## src/rtl/main_store_if.sv

```systemverilog
// Beat-level bus for main_store: strobe, line address, write enable, and serial data in both directions.
interface main_store_if #(
  parameter int ADDR_BITS = 5
);
  logic                 w_XTB;
  logic [ADDR_BITS-1:0] b_LINE_ADDR;
  logic                 w_S_WRITE_EN;
  logic                 w_S_DATA_IN;
  logic                 w_S_DATA_OUT;
  logic                 w_S_BUSY;

  modport master (
    output w_XTB, b_LINE_ADDR, w_S_WRITE_EN, w_S_DATA_IN,
    input  w_S_DATA_OUT, w_S_BUSY
  );

  modport slave (
    input  w_XTB, b_LINE_ADDR, w_S_WRITE_EN, w_S_DATA_IN,
    output w_S_DATA_OUT, w_S_BUSY
  );
endinterface

```

## src/rtl/main_store.sv

```systemverilog
// Serial line store: bit-serial beat access to LINES words of INSTR_BITS bits.
// Define MAIN_STORE_CLEAR_EN to make reset clear every line; otherwise the store survives reset.
//
// state   | meaning
// IDLE    | no beat in progress, output low
// BITS    | streaming read bits out, sampling write bits in
// FLYBACK | post-beat dead time, output low, busy high
module main_store #(
  parameter int INSTR_BITS   = 20,
  parameter int FLYBACK_TIME = 4,
  parameter int LINES        = 32
) (
  input  logic           w_CLK,
  input  logic           w_RST_N,
  main_store_if.slave    bus
);
  localparam int ADDR_BITS = $clog2(LINES);
  localparam int CNT_BITS  = $clog2(INSTR_BITS + FLYBACK_TIME + 1);
  localparam logic [CNT_BITS-1:0] CNT_ONE  = CNT_BITS'(1);
  localparam logic [CNT_BITS-1:0] CNT_LAST = CNT_BITS'(INSTR_BITS);
  localparam logic [CNT_BITS-1:0] CNT_END  = CNT_BITS'(INSTR_BITS + FLYBACK_TIME);

  typedef enum logic [1:0] {IDLE, BITS, FLYBACK} state_t;

  state_t                 state_q;
  logic [CNT_BITS-1:0]    cnt_q;
  logic [ADDR_BITS-1:0]   addr_q;
  logic                   we_q;
  logic [INSTR_BITS-1:0]  rd_q;
  logic [INSTR_BITS-1:0]  wr_q;
  logic                   dout_q;
  logic                   busy_q;
  logic [INSTR_BITS-1:0]  mem_q [LINES];

  logic                   commit;
  logic [INSTR_BITS-1:0]  commit_word;

  // The last write bit arrives on the commit edge itself, so it bypasses wr_q.
  assign commit      = (state_q == BITS) && (cnt_q == CNT_LAST) && we_q;
  assign commit_word = {bus.w_S_DATA_IN, wr_q[INSTR_BITS-2:0]};

  assign bus.w_S_DATA_OUT = dout_q;
  assign bus.w_S_BUSY     = busy_q;

  always_ff @(posedge w_CLK or negedge w_RST_N) begin
    if (!w_RST_N) begin
      state_q <= IDLE;
      cnt_q   <= '0;
      addr_q  <= '0;
      we_q    <= 1'b0;
      rd_q    <= '0;
      wr_q    <= '0;
      dout_q  <= 1'b0;
      busy_q  <= 1'b0;
    end else if (bus.w_XTB) begin
      // Snapshot the whole line so a same-beat write cannot disturb the read stream.
      state_q <= BITS;
      cnt_q   <= CNT_ONE;
      addr_q  <= bus.b_LINE_ADDR;
      we_q    <= bus.w_S_WRITE_EN;
      rd_q    <= mem_q[bus.b_LINE_ADDR];
      dout_q  <= mem_q[bus.b_LINE_ADDR][0];
      busy_q  <= 1'b1;
    end else begin
      case (state_q)
        IDLE: begin
          dout_q <= 1'b0;
          busy_q <= 1'b0;
        end
        BITS: begin
          wr_q[cnt_q - CNT_ONE] <= bus.w_S_DATA_IN;
          cnt_q                 <= cnt_q + CNT_ONE;
          if (cnt_q == CNT_LAST) begin
            state_q <= FLYBACK;
            dout_q  <= 1'b0;
          end else begin
            dout_q  <= rd_q[cnt_q];
          end
        end
        FLYBACK: begin
          dout_q <= 1'b0;
          if (cnt_q == CNT_END) begin
            state_q <= IDLE;
            cnt_q   <= '0;
            we_q    <= 1'b0;
            busy_q  <= 1'b0;
          end else begin
            cnt_q   <= cnt_q + CNT_ONE;
          end
        end
        default: begin
          state_q <= IDLE;
          dout_q  <= 1'b0;
          busy_q  <= 1'b0;
        end
      endcase
    end
  end

`ifdef MAIN_STORE_CLEAR_EN
  always_ff @(posedge w_CLK or negedge w_RST_N) begin
    if (!w_RST_N) begin
      for (int i = 0; i < LINES; i++) mem_q[i] <= '0;
    end else if (commit) begin
      mem_q[addr_q] <= commit_word;
    end
  end
`else
  always_ff @(posedge w_CLK) begin
    if (commit) mem_q[addr_q] <= commit_word;
  end
`endif

endmodule

```

## src/flat_wrapper.sv

```systemverilog
// flat-port wrapper written by rule: the top's interface ports become plain ports
module main_store_flat 
#(
  parameter int INSTR_BITS   = 20,
  parameter int FLYBACK_TIME = 4,
  parameter int LINES        = 32
)
  (w_CLK, w_RST_N, bus_w_XTB, bus_b_LINE_ADDR, bus_w_S_WRITE_EN, bus_w_S_DATA_IN, bus_w_S_DATA_OUT, bus_w_S_BUSY);
  main_store_if #(.ADDR_BITS(5)) bus_i ();
  input  logic w_CLK;
  input  logic w_RST_N;
  input wire logic [$bits(bus_i.w_XTB)-1:0] bus_w_XTB;
  input wire logic [$bits(bus_i.b_LINE_ADDR)-1:0] bus_b_LINE_ADDR;
  input wire logic [$bits(bus_i.w_S_WRITE_EN)-1:0] bus_w_S_WRITE_EN;
  input wire logic [$bits(bus_i.w_S_DATA_IN)-1:0] bus_w_S_DATA_IN;
  output wire logic [$bits(bus_i.w_S_DATA_OUT)-1:0] bus_w_S_DATA_OUT;
  output wire logic [$bits(bus_i.w_S_BUSY)-1:0] bus_w_S_BUSY;
  assign bus_i.w_XTB = bus_w_XTB;
  assign bus_i.b_LINE_ADDR = bus_b_LINE_ADDR;
  assign bus_i.w_S_WRITE_EN = bus_w_S_WRITE_EN;
  assign bus_i.w_S_DATA_IN = bus_w_S_DATA_IN;
  assign bus_w_S_DATA_OUT = bus_i.w_S_DATA_OUT;
  assign bus_w_S_BUSY = bus_i.w_S_BUSY;
  main_store #(.INSTR_BITS(INSTR_BITS), .FLYBACK_TIME(FLYBACK_TIME), .LINES(LINES)) u_core (.w_CLK(w_CLK), .w_RST_N(w_RST_N), .bus(bus_i));
endmodule
```

## config.mk

```make
export PLATFORM = sky130hd
export DESIGN_NAME = main_store_flat
export DESIGN_NICKNAME = d
export VERILOG_FILES = /design/src/rtl/main_store_if.sv /design/src/rtl/main_store.sv /design/src/flat_wrapper.sv
export SDC_FILE = /design/constraint.sdc
export NUM_CORES = 1
export LEC_CHECK = 0
export CORE_ASPECT_RATIO = 0.5
export CORE_UTILIZATION = 35
export CTS_CLUSTER_SIZE = 25
export DETAILED_ROUTE_END_ITERATION = 10
export PLACE_DENSITY_LB_ADDON = 0.15
export SYNTH_ARGS = -nofsm -noshare
export SYNTH_HDL_FRONTEND = slang
export SYNTH_SLANG_ARGS = --single-unit
```

## constraint.sdc

```tcl
create_clock -name w_CLK -period 3.42 [get_ports w_CLK]
set_clock_uncertainty 0.2 [all_clocks]
set_input_delay 0.684 -clock w_CLK [delete_from_list [all_inputs] [get_ports w_CLK]]
set_output_delay 0.684 -clock w_CLK [all_outputs]
set_load 0.01 [all_outputs]
```

Word-level counts from Yosys, hierarchy flattened. Memories as Yosys holds them, arrays and structs flattened. Cells that the tools add are included.

Input port bits: 10. Flip-flop bits (word level): 55. Memories: 1. Logic and storage cells: 56. Output and inout port bits: 2. RAM bits: 640.

Memories: u_core.mem_q (words 32, bits a word 20, read ports 1, clocked after memory_dff 0, wr ports 1, line main_store.sv:33) `logic [INSTR_BITS-1:0] mem_q [LINES];`.

Equal/unequal tests: 8. $add $sub $neg: 2. Reductions and logical operators: 11. Multiplexer cells: 22. Order comparisons: 3. Bitwise operators: 1.

Operators with widths (number): 20-bit bitwise mux (1); 5-bit by 6-bit < comparator with 1-bit output, second input constant (2); 1-bit two-way mux (11); 5-bit == test, second input constant (2); 5-bit two-way mux (2); 5-bit case mux with 2 select lines (1); 2-bit two-way mux (3); 2-bit case mux with 3 select lines (1); 2-bit AND reduction (3); 5-bit by 1-bit adder with 5-bit output, second input constant (1); 1-bit binary-select mux with 5-bit select (1); 1-bit demux with 5-bit select (1); 5-bit by 1-bit greater-or-equal comparator with 1-bit output, second input constant (1); 5-bit by 1-bit subtractor with 5-bit output, second input constant (1); 2-bit inequality test, second input constant (2); 2-bit nonzero test (2); 1-bit logical AND (3); 3-bit by 2-bit inequality test with 1-bit output, second input constant (1); 3-bit inequality test, second input constant (1); 3-bit AND reduction (1); 3-bit nonzero test (1); 2-bit by 1-bit == test with 1-bit output, second input constant (1); 2-bit == test, second input constant (1); 2-bit zero test (1); 2 further kinds (2).

Depth between registers and ports, before layout. Gate-level depths: netlist (run 1).

Depth in word-level cells: 6. Depth in mapped cells: 9. Depth with buffers taken out: 7.

Worst setup path after synthesis (run 1). OpenSTA, ideal clock, no wires.

Path type: register to register. Start point: register u_core.cnt_q[0]. End point: memory u_core.mem_q[24][0] (enable). Data arrival time: 2.842 ns. Period minus slack after synthesis: 3.439 ns. Data required time: 2.823 ns. Slack: -0.019 ns. Library setup time: 0.397 ns. Buffers on the path: 1. Stages on the path, launching flop included: 9. Cells stage by stage: dfrtp_1 -> buf_1 -> inv_1 -> ha_1 -> nand4b_1 -> or2_2 -> nor3_1 -> nand3_1 -> nor2_1.

Longest elaborated chain between the ends: 5.

Ends and longest elaborated chain: start, declared (line main_store.sv:26) `logic [CNT_BITS-1:0] cnt_q;`; start signal, assigned (line main_store.sv:72) `cnt_q <= cnt_q + CNT_ONE;`; start signal, assigned (line main_store.sv:88) `cnt_q <= cnt_q + CNT_ONE;`; 5-bit == test (line main_store.sv:39) `assign commit = (state_q == BITS) && (cnt_q == CNT_LAST) && we_q;`; 1-bit logical AND (2 in a row) (line main_store.sv:39); 1-bit two-way mux (line main_store.sv:110) `if (commit) mem_q[addr_q] <= commit_word;`; 1-bit two-way mux (not written as such) (line main_store.sv:110); end, declared (line main_store.sv:33).

Every way passes these cells.

Worst setup path in the final report (run 1).
Start point: register u_core.cnt_q[4]. End point: memory u_core.mem_q[20][18] (enable).

Same word-level chain as after synthesis.

==> results by group, run 1 <==
Setup path
  • CP Class: reg2reg
  • Worst r2r src: u_core.cnt_q[4]
  • CP Capture Type: flop
  • Reg-to-reg setup timing slack: 0.1 ns
  • Worst path arrival time: 3.39 ns
  • CP startpoint kind: flop
  • Crit path max fanout: 14
  • CP cell instances: nand4b_1 > or2_2 > nor3_1 > nand2_1 > nor2_2 > buf_4
  • Worst Path Required: 3.48 ns
  • Crit-path max cell delay: 0.71 ns
  • CP max stage cell: nor3_1
  • Buf/Inv on CP: 1
  • CP startpoint: u_core.cnt_q[4]
  • CP delay by family, top: simple AND/OR/NAND/NOR gates

Die
  • Die Wd: 394 um
  • I/O Pins: 12
  • Row cnt: 71
  • Die height: 198 um
  • Core area: 75600 um^2
  • Die area: 78000 um^2
  • Initial Utilization: 0.356

Layout
  • Non-filler cells, final: 2412
  • Layout cells sized above 1: 0.323
  • Nets: 1353
  • Synth-to-layout area growth: 16.6%

STA
  • Slew margin rel.: 0.119
  • Final Hold Viols: 0
  • Final worst slack: 0.0960 ns
  • Unrepaired setup endpoints after global routing: false
  • Final setup violation count: 0
  • Min Hold Slack: 0.287 ns
  • Final worst-path cycle share: 0.972
  • Achievable clock frequency: 0.301 GHz
  • Max-slew violations: 0
  • Slew @ Worst Pin: 1.32 ns
  • Tmin final: 3.32 ns

Power
  • Peak supply drop: 0.000336 V
  • Total power: 18800 uW
  • Pwr dens: 601 nW/um^2
  • P_leak: 0.00980 uW

Synthesis
  • Number of synthesized flops with an enable pin: 640
  • Post-synth top area share: 0.715
  • Avg Cell Area, Syn: 22.1 um^2
  • Area contributors post-synth: edfxtp_1, mux4_2, dfrtp_1
  • Post-synth cell types: 38
  • Synth Register Bits: 694
  • Post-Syn Nets: 1235
  • Synthesis Warnings: 0
  • Gate Count Post-Synth: 1219
  • Synth cell count leaders: edfxtp_1, mux4_2, dfrtp_1, nor2_1, mux2i_1
  • Count leader, synth: edfxtp_1
  • Yosys top cell by area: edfxtp_1
  • Async S/R FF share, synth: 0.0778
  • Register area share after synthesis: 0.765
  • Synth Flop Type: edfxtp_1
  • Mapped cell area: 26900 um^2

Clocking
  • H-Tree Level Count: 3
  • CTS max path bufs: 3
  • Post-CTS setup buffer count: 0
  • Clock latency on the worst-skew pair: 0.61 ns
  • Clk pin slew, worst setup/hold paths: 0.06 ns
  • CTS Sinks: 694
  • CTS Buf Count: 66
  • TritonCTS clock tree: done
  • Clk root buf: clkbuf_16

Route
  • Routed WL: 68.9 mm
  • DRC: 0
  • Final ANT Viol Nets: 0
  • Via count: 13000
  • WL/cell: 28.6 um
  • Initial DRC count: 1377
  • DRT Pass-1 Iters: 6
  • DR vias/cell: 5.37

Hold path
  • Hold Path Class: reg2reg
  • HP Start: u_core.bus.w_S_BUSY

Run
  • MaxCap Viol Count: 0

Place
  • Final HPWL DP: 42.4 mm
  • Port bufs: 11
  • Routability cong.: 0.793
  • Pre-CTS setup slack: 0.233 ns
  • Inst Count DP: 2290

Global routing
  • Antenna violations before repair: 0
  • First-pass GRT wire length: 99.3 mm
  • Grt ovf: 0
  • Vias in the first global route: 13400
  • All-Layer GR Usage: 0.180
  • Largest net degree at the start of global routing: 52

Outcome
  • Status: completed
==> sequential cells by signal, summed over array words and instances, names as in the netlist <==
signal and flops:
u_core.state_q 2, u_core.wr_q 19, u_core.we_q 1, u_core.bus.w_S_BUSY 1, u_core.bus.w_S_DATA_OUT 1, u_core.rd_q 20
u_core.mem_q 640, u_core.addr_q 5, u_core.cnt_q 5
==> layer usage <==
| metal | wire length (um) | track usage | vias up | share of wire |
|---|---|---|---|---|
| li1 | - | - | 5366 | - |
| met1 | 32800 | 0.272 | 7180 | 0.48 |
| met2 | 31400 | 0.276 | 355 | 0.46 |
| met3 | 3800 | 0.0316 | 61 | 0.055 |
| met4 | 901 | 0.0334 | 0 | 0.013 |
| met5 | 0 | 0 | - | 0 |
==> kinds of logic (layout without fill, tap and decap cells) <==
| family | Yosys count | in the layout | synth area share |
|---|---|---|---|
| other | 0 | 1 | 0 |
| and+or+nand+nor | 124 | 124 | 0.0211 |
| xor gates and xnor gates | 2 | 2 | 0.000652 |
| adders and majority gates | 6 | 6 | 0.00279 |
| buffers and inverters | 73 | 243 | 0.0120 |
| muxes | 251 | 251 | 0.180 |
| AOI/OAI and AO/OA | 69 | 69 | 0.0185 |
| DFF | 694 | 694 | 0.765 |
==> per-stage QoR <==
stage	util	instance area, um^2	setup TNS, ns
final	0.414	31300	0
after detailed placement	0.384	29000	0
after global placement	0.384	29000	0
after floorplan	-	26900	-1.14
after global routing	0.414	31300	0
after CTS	0.414	31300	0
==> timing repair <==
action | CTS | global route
hold buffers | 1 | 0
endpoints found under the hold margin | 26 | 0
gates resized for setup | 0 | 0
==> where the power goes <==
part / switching (uW) / internal [uW]
clock network: 3120 / 4560
registers: 553 / 9760
logic: 446 / 390
==> final cells by class <==
class                      count  area [um^2]
antenna                        1         2.50
clock buffer                  96         1980
clock inverter                24          293
fill                        6491        44300
inverter                       8         30.0
multi-input combinational    452         6070
sequential                   694        20600
tap                         1022         1280
timing repair buffer         115         1110
==> layout by cell type, fill, tap and decap left out, types with 3 or more instances in the layout <==
cell type        count
nand4_1              4
clkdlybuf4s50_1      5
mux2_2              22
o21ai_0              7
mux4_2             183
clkinv_1             6
clkbuf_8             7
clkinv_2             9
bufinv_16            7
clkbuf_16           73
a21oi_1              9
nand2b_1             7
nand2_1             27
buf_12              18
clkbuf_1            16
or2_2                5
inv_1                8
nand3_1             15
buf_2                3
dfrtp_1             54
a221o_1             19
nor3_1               8
nor2_2              32
nor2b_1              5
edfxtp_1           640
mux2i_1             46
nor2_1              15
buf_4               86
o22ai_1             23
ha_1                 6
==> worst register-to-register path, cell delays in order, from the launching register on <==
cell,delay (ns)
dfrtp_1,0.58
nand4b_1,0.21
or2_2,0.38
nor3_1,0.71
nand2_1,0.32
nor2_2,0.21
buf_4,0.35
==> path summary, 6_finish.rpt <==
kind,to,depth (start not counted)
setup / recovery,u_core.mem_q[20][18],6
hold / removal,u_core.bus.w_S_BUSY,1
setup reg to reg,u_core.mem_q[20][18],6
hold reg to reg,u_core.bus.w_S_BUSY,1
max in group asynchronous,u_core.rd_q[9],3
min in group asynchronous,u_core.state_q[0],2
Power figures use the tool's default switching activity.
==> inputs of run 2 (changes only) <==
- GPL_TIMING_DRIVEN: default -> 0
==> run 2 against run 1 <==
Die area unchanged; sequential share of layout area decreased by 1.4 points; largest power group unchanged; hold slack improved by 0.0072 ns; global-route usage increased by 1.9 points; wire length increased by 12%; critical endpoint is now u_core.mem_q[1][1]; combinational power increased by 1%; setup slack got worse by 0.068 ns; maximum frequency decreased by 2.0%; via count increased by 3.3%; flip-flop and latch count unchanged; utilization increased by 0.93 points.
==> results by group, run 2 (synthesis results as in run 1) <==
Outcome
  • Status: completed

Setup path
  • Crit-path max cell delay: 0.46 ns
  • Worst r2r src: u_core.cnt_q[0]
  • CP Class: reg2reg
  • CP Capture Type: flop
  • CP cell instances: buf_2 > inv_1 > ha_2 > nand4b_1 > or2_2 > nor3_4 > nand2_2 > nor2_4 > buf_16
  • CP max stage cell: dfrtp_1
  • CP startpoint: u_core.cnt_q[0]
  • Buf/Inv on CP: 3
  • Worst Path Required: 3.52 ns
  • Worst path arrival time: 3.49 ns
  • CP delay by family, top: simple AND/OR/NAND/NOR gates
  • CP startpoint kind: flop
  • Crit path max fanout: 12

Clocking
  • Clk pin slew, worst setup/hold paths: 0.07 ns
  • CTS Sinks: 694
  • CTS Buf Count: 67
  • Clk root buf: clkbuf_16
  • CTS max path bufs: 3
  • H-Tree Level Count: 3
  • TritonCTS clock tree: done
  • Clock latency on the worst-skew pair: 0.61 ns

Route
  • Via count: 13400
  • Final ANT Viol Nets: 0
  • DR vias/cell: 5.49
  • DRT Pass-1 Iters: 5
  • Initial DRC count: 1428
  • Routed WL: 76.9 mm
  • WL/cell: 31.6 um
  • DRC: 0

STA
  • Final worst-path cycle share: 0.992
  • Final Hold Viols: 0
  • Setup TNS: 0 ns
  • Tmin final: 3.39 ns
  • Slew @ Worst Pin: 1.26 ns
  • Max-slew violations: 0
  • Slew margin rel.: 0.160
  • Final setup violation count: 0
  • Achievable clock frequency: 0.295 GHz

Place
  • Final HPWL DP: 49.6 mm
  • Port bufs: 6
  • Inst Count DP: 2280
  • Routability cong.: 0.850

Hold path
  • HP Start: u_core.bus.w_S_BUSY
  • Hold Path Class: reg2reg

Layout
  • Nets: 1380
  • Largest regs: u_core.mem_q x640, u_core.rd_q x20, u_core.wr_q x19
  • Commonest non-fill, non-tap cell in the layout: edfxtp_1
  • Most frequent cells in the layout: edfxtp_1, mux4_2, clkbuf_16
  • Max reg flops: 640
  • Non-filler cells, final: 2437
  • Antenna diode count: 0
  • Reg with most FFs: u_core.mem_q
  • Synth-to-layout area growth: 19.2%
  • Layout cells sized above 1: 0.310

Die
  • Row cnt: 71
  • Core area: 75600 um^2
  • Initial Utilization: 0.356
  • Die Wd: 394 um
  • Die area: 78000 um^2
  • I/O Pins: 12
  • Die height: 198 um

Global routing
  • First-pass GRT wire length: 106 mm
  • Largest net degree at the start of global routing: 40
  • Antenna violations before repair: 7
  • All-Layer GR Usage: 0.199
  • Vias in the first global route: 13600
  • Grt ovf: 0

Run
  • MaxCap Viol Count: 0

Power
  • P_leak: 0.00987 uW
  • Pwr dens: 583 nW/um^2
  • Peak supply drop: 0.000306 V
==> run 2: repair_timing <==
item,in CTS,in global routing
resized for setup,8,8
hold buffers,1,0
endpoints found under the hold margin,15,0
setup buffers,35,1
pin swaps,29,3
endpoints found under the setup margin,640,640
==> run 2: path summary, 6_finish.rpt <==
kind	end	slack [ns]	cells after the start
setup / recovery	u_core.mem_q[1][1]	0.03	9
hold / removal	u_core.bus.w_S_BUSY	0.29	1
setup reg to reg	u_core.mem_q[1][1]	0.03	9
hold reg to reg	u_core.bus.w_S_BUSY	0.29	1
max in group asynchronous	u_core.rd_q[14]	2.05	3
min in group asynchronous	u_core.rd_q[8]	0.36	2
==> run 2: layer usage <==
metal	share of wire	global-route usage	wire [um]
met3	0.076	0.0357	5830
met4	0.023	0.0510	1750
met1	0.43	0.283	33400
met5	0	0	0
met2	0.47	0.318	35900
==> run 2: final cells by class <==
| type | count | area (um^2) |
|---|---|---|
| clock inverter | 24 | 264 |
| fill | 6377 | 43600 |
| timing repair buffer | 76 | 1400 |
| sequential | 694 | 20600 |
| multi-input combinational | 452 | 6280 |
| inverter | 8 | 30.0 |
| clock buffer | 96 | 1920 |
| buffer | 65 | 295 |
| tap | 1022 | 1280 |
==> run 2: stage by stage <==
step | util | instance area (um^2) | hold WS (ns) | worst slack, ns | power (uW)
4_1_cts | 0.423 | 32000 | 0.296 | -0.0653 | 18800
3_3_place_gp | 0.373 | 28200 | 0.286 | -2.27 | 11200
2_1_floorplan | - | 26900 | 0.188 | -0.0185 | 10700
6_report | 0.424 | 32000 | 0.294 | 0.0280 | 18700
3_5_place_dp | 0.387 | 29200 | 0.283 | -0.717 | 11300
5_1_grt | 0.424 | 32000 | 0.316 | -0.0337 | 19200
==> run 2: power breakdown <==
| group | internal, uW | total [uW] | switching (uW) | leakage [uW] |
|---|---|---|---|---|
| clock network | 4360 | 7510 | 3150 | 0.00107 |
| logic | 362 | 845 | 483 | 0.00263 |
| registers | 9760 | 10300 | 549 | 0.00617 |
| total | 14500 | 18700 | 4180 | 0.00987 |
==> inputs of run 3 (changes only) <==
- CAP_MARGIN: default -> 20
==> run 3 against run 2 <==
Setup slack better by 0.042 ns; maximum frequency is 1.2% higher; sequential power hardly changed; utilization is 0.52 points higher; register-to-register slack better by 0.04 ns; global-route usage is 0.15 points lower; critical path type unchanged; first-iteration DRC count is 15% higher; critical endpoint is now u_core.mem_q[25][16]; sequential share of layout area is 0.79 points lower; non-clock buffer count is 19 higher; highest routed layer is now met5; largest cell class unchanged.
==> results by group, run 3 (synthesis results as in run 1) <==
Layout
  • Max reg flops: 640
  • Antenna diode count: 0
  • Most frequent cells in the layout: edfxtp_1, mux4_2, clkbuf_16
  • Filler Cells Inserted: 6362
  • Commonest non-fill, non-tap cell in the layout: edfxtp_1
  • Synth-to-layout area growth: 20.7%
  • Reg with most FFs: u_core.mem_q
  • Nets: 1399
  • Sequential cell area: 20600 um^2
  • Multi-input gate area: 6280 um^2
  • Largest regs: u_core.mem_q x640, u_core.rd_q x20, u_core.wr_q x19
  • Layout cells sized above 1: 0.315

STA
  • Tmin final: 3.35 ns
  • Final worst-path cycle share: 0.980
  • Final Hold Viols: 0
  • Setup TNS: 0 ns
  • Slew margin rel.: 0.245
  • Achievable clock frequency: 0.298 GHz
  • Slew @ Worst Pin: 1.13 ns
  • Max-slew violations: 0
  • Final setup violation count: 0

Hold path
  • Min-Delay Path Depth: 1
  • Hold Path Class: reg2reg
  • WHS Endpoint: u_core.bus.w_S_BUSY
  • HP Start: u_core.bus.w_S_BUSY

Global routing
  • Grt ovf: 0
  • Antenna violations before repair: 7
  • Vias in the first global route: 13700
  • First-pass GRT wire length: 105 mm
  • All-Layer GR Usage: 0.198
  • Largest net degree at the start of global routing: 40

Setup path
  • Worst path arrival time: 3.46 ns
  • Worst Path Required: 3.53 ns
  • Cell depth of the worst flop-to-flop path: 9
  • Reg-to-reg setup timing slack: 0.07 ns
  • Crit path max fanout: 10
  • CP startpoint kind: flop
  • Worst r2r dst: u_core.mem_q[25][16]
  • Worst r2r src: u_core.cnt_q[0]
  • CP Class: reg2reg
  • CP Capture Type: flop

Clocking
  • CTS Sinks: 694
  • CTS max path bufs: 3
  • H-Tree Level Count: 3
  • Clk root buf: clkbuf_16
  • Clk pin slew, worst setup/hold paths: 0.06 ns
  • TritonCTS clock tree: done
  • CTS Buf Count: 67
  • Clock latency on the worst-skew pair: 0.61 ns

Die
  • Die height: 198 um
  • Row cnt: 71
  • Core area: 75600 um^2
  • Die Wd: 394 um
  • Initial Utilization: 0.356
  • Die area: 78000 um^2
  • I/O Pins: 12

Route
  • Final ANT Viol Nets: 0
  • DRT Pass-1 Iters: 7
  • Routed WL: 76.4 mm
  • DR vias/cell: 5.46
  • DRC: 0
  • Via count: 13400
  • Initial DRC count: 1644
  • WL/cell: 31.1 um

Outcome
  • Status: completed

Power
  • P_leak: 0.0100 uW
  • Pwr dens: 572 nW/um^2
  • Peak supply drop: 0.000304 V
  • Total power: 18600 uW

Place
  • Routability cong.: 0.850
  • Port bufs: 6
  • Final HPWL DP: 49.6 mm

Run
  • MaxCap Viol Count: 0
-- run 3: area by class of cell --
| class | count | share of cell area |
|---|---|---|
| multi-input cells | 452 | 0.194 |
| clock inverters | 29 | 0.00714 |
| repair buffers | 95 | 0.0584 |
| well taps | 1022 | 0.0394 |
| flip-flops and latches | 694 | 0.634 |
| plain buffers | 65 | 0.00910 |
| clock buffers | 90 | 0.0570 |
| inverters | 8 | 0.000926 |
-- run 3: stage by stage --
step | worst slack, ns | instances | instance area [um^2] | util | hold WS [ns]
floorplan | -0.0185 | 1219 | 26900 | - | 0.188
global placement | -2.27 | 2247 | 28200 | 0.373 | 0.286
detailed placement | -0.672 | 2281 | 29200 | 0.387 | 0.283
CTS | -0.0933 | 2437 | 31900 | 0.423 | 0.299
global route | -0.0251 | 2455 | 32400 | 0.429 | 0.322
finish | 0.0698 | 2455 | 32400 | 0.429 | 0.306
-- run 3: repair_timing --
item	CTS	global route
pin swaps	29	0
hold buffers	1	0
setup buffers	36	0
hold endpoints to repair	15	0
resized for setup	7	10
setup endpoints to repair	640	640
-- run 3: where the power goes --
part	internal [uW]	leakage (uW)	switching, uW
combinational	560	0.00284	806
clock	4090	0.00102	3100
sequential	9740	0.00617	267
total	14400	0.0100	4170
-- run 3: layer usage --
metal,global-route usage,up-vias,wire (um)
met2,0.318,430,36100
met1,0.280,7423,33700
met5,0,-,11
met4,0.0454,2,1430
li1,-,5469,-
met3,0.0375,89,5100
-- run 3: worst max-delay path by stage --
stage / depth (start not counted) / end / start
after detailed placement: 9 / u_core.mem_q[16][17] / u_core.cnt_q[0]
after global routing: 9 / u_core.mem_q[25][6] / u_core.cnt_q[0]
after global placement: 8 / u_core.mem_q[23][7] / u_core.cnt_q[0]
final: 9 / u_core.mem_q[25][16] / u_core.cnt_q[0]
after floorplan: 8 / u_core.mem_q[24][0] / u_core.cnt_q[0]
after CTS: 9 / u_core.mem_q[1][17] / u_core.cnt_q[1]
-- run 3: critical path, cell delays in order, from the launching register on --
cell,delay (ns)
dfrtp_1,0.46
buf_2,0.26
inv_1,0.15
ha_2,0.27
nand4b_1,0.19
or2_2,0.40
nor3_4,0.33
nand3_2,0.29
nor2_4,0.29
buf_12,0.19
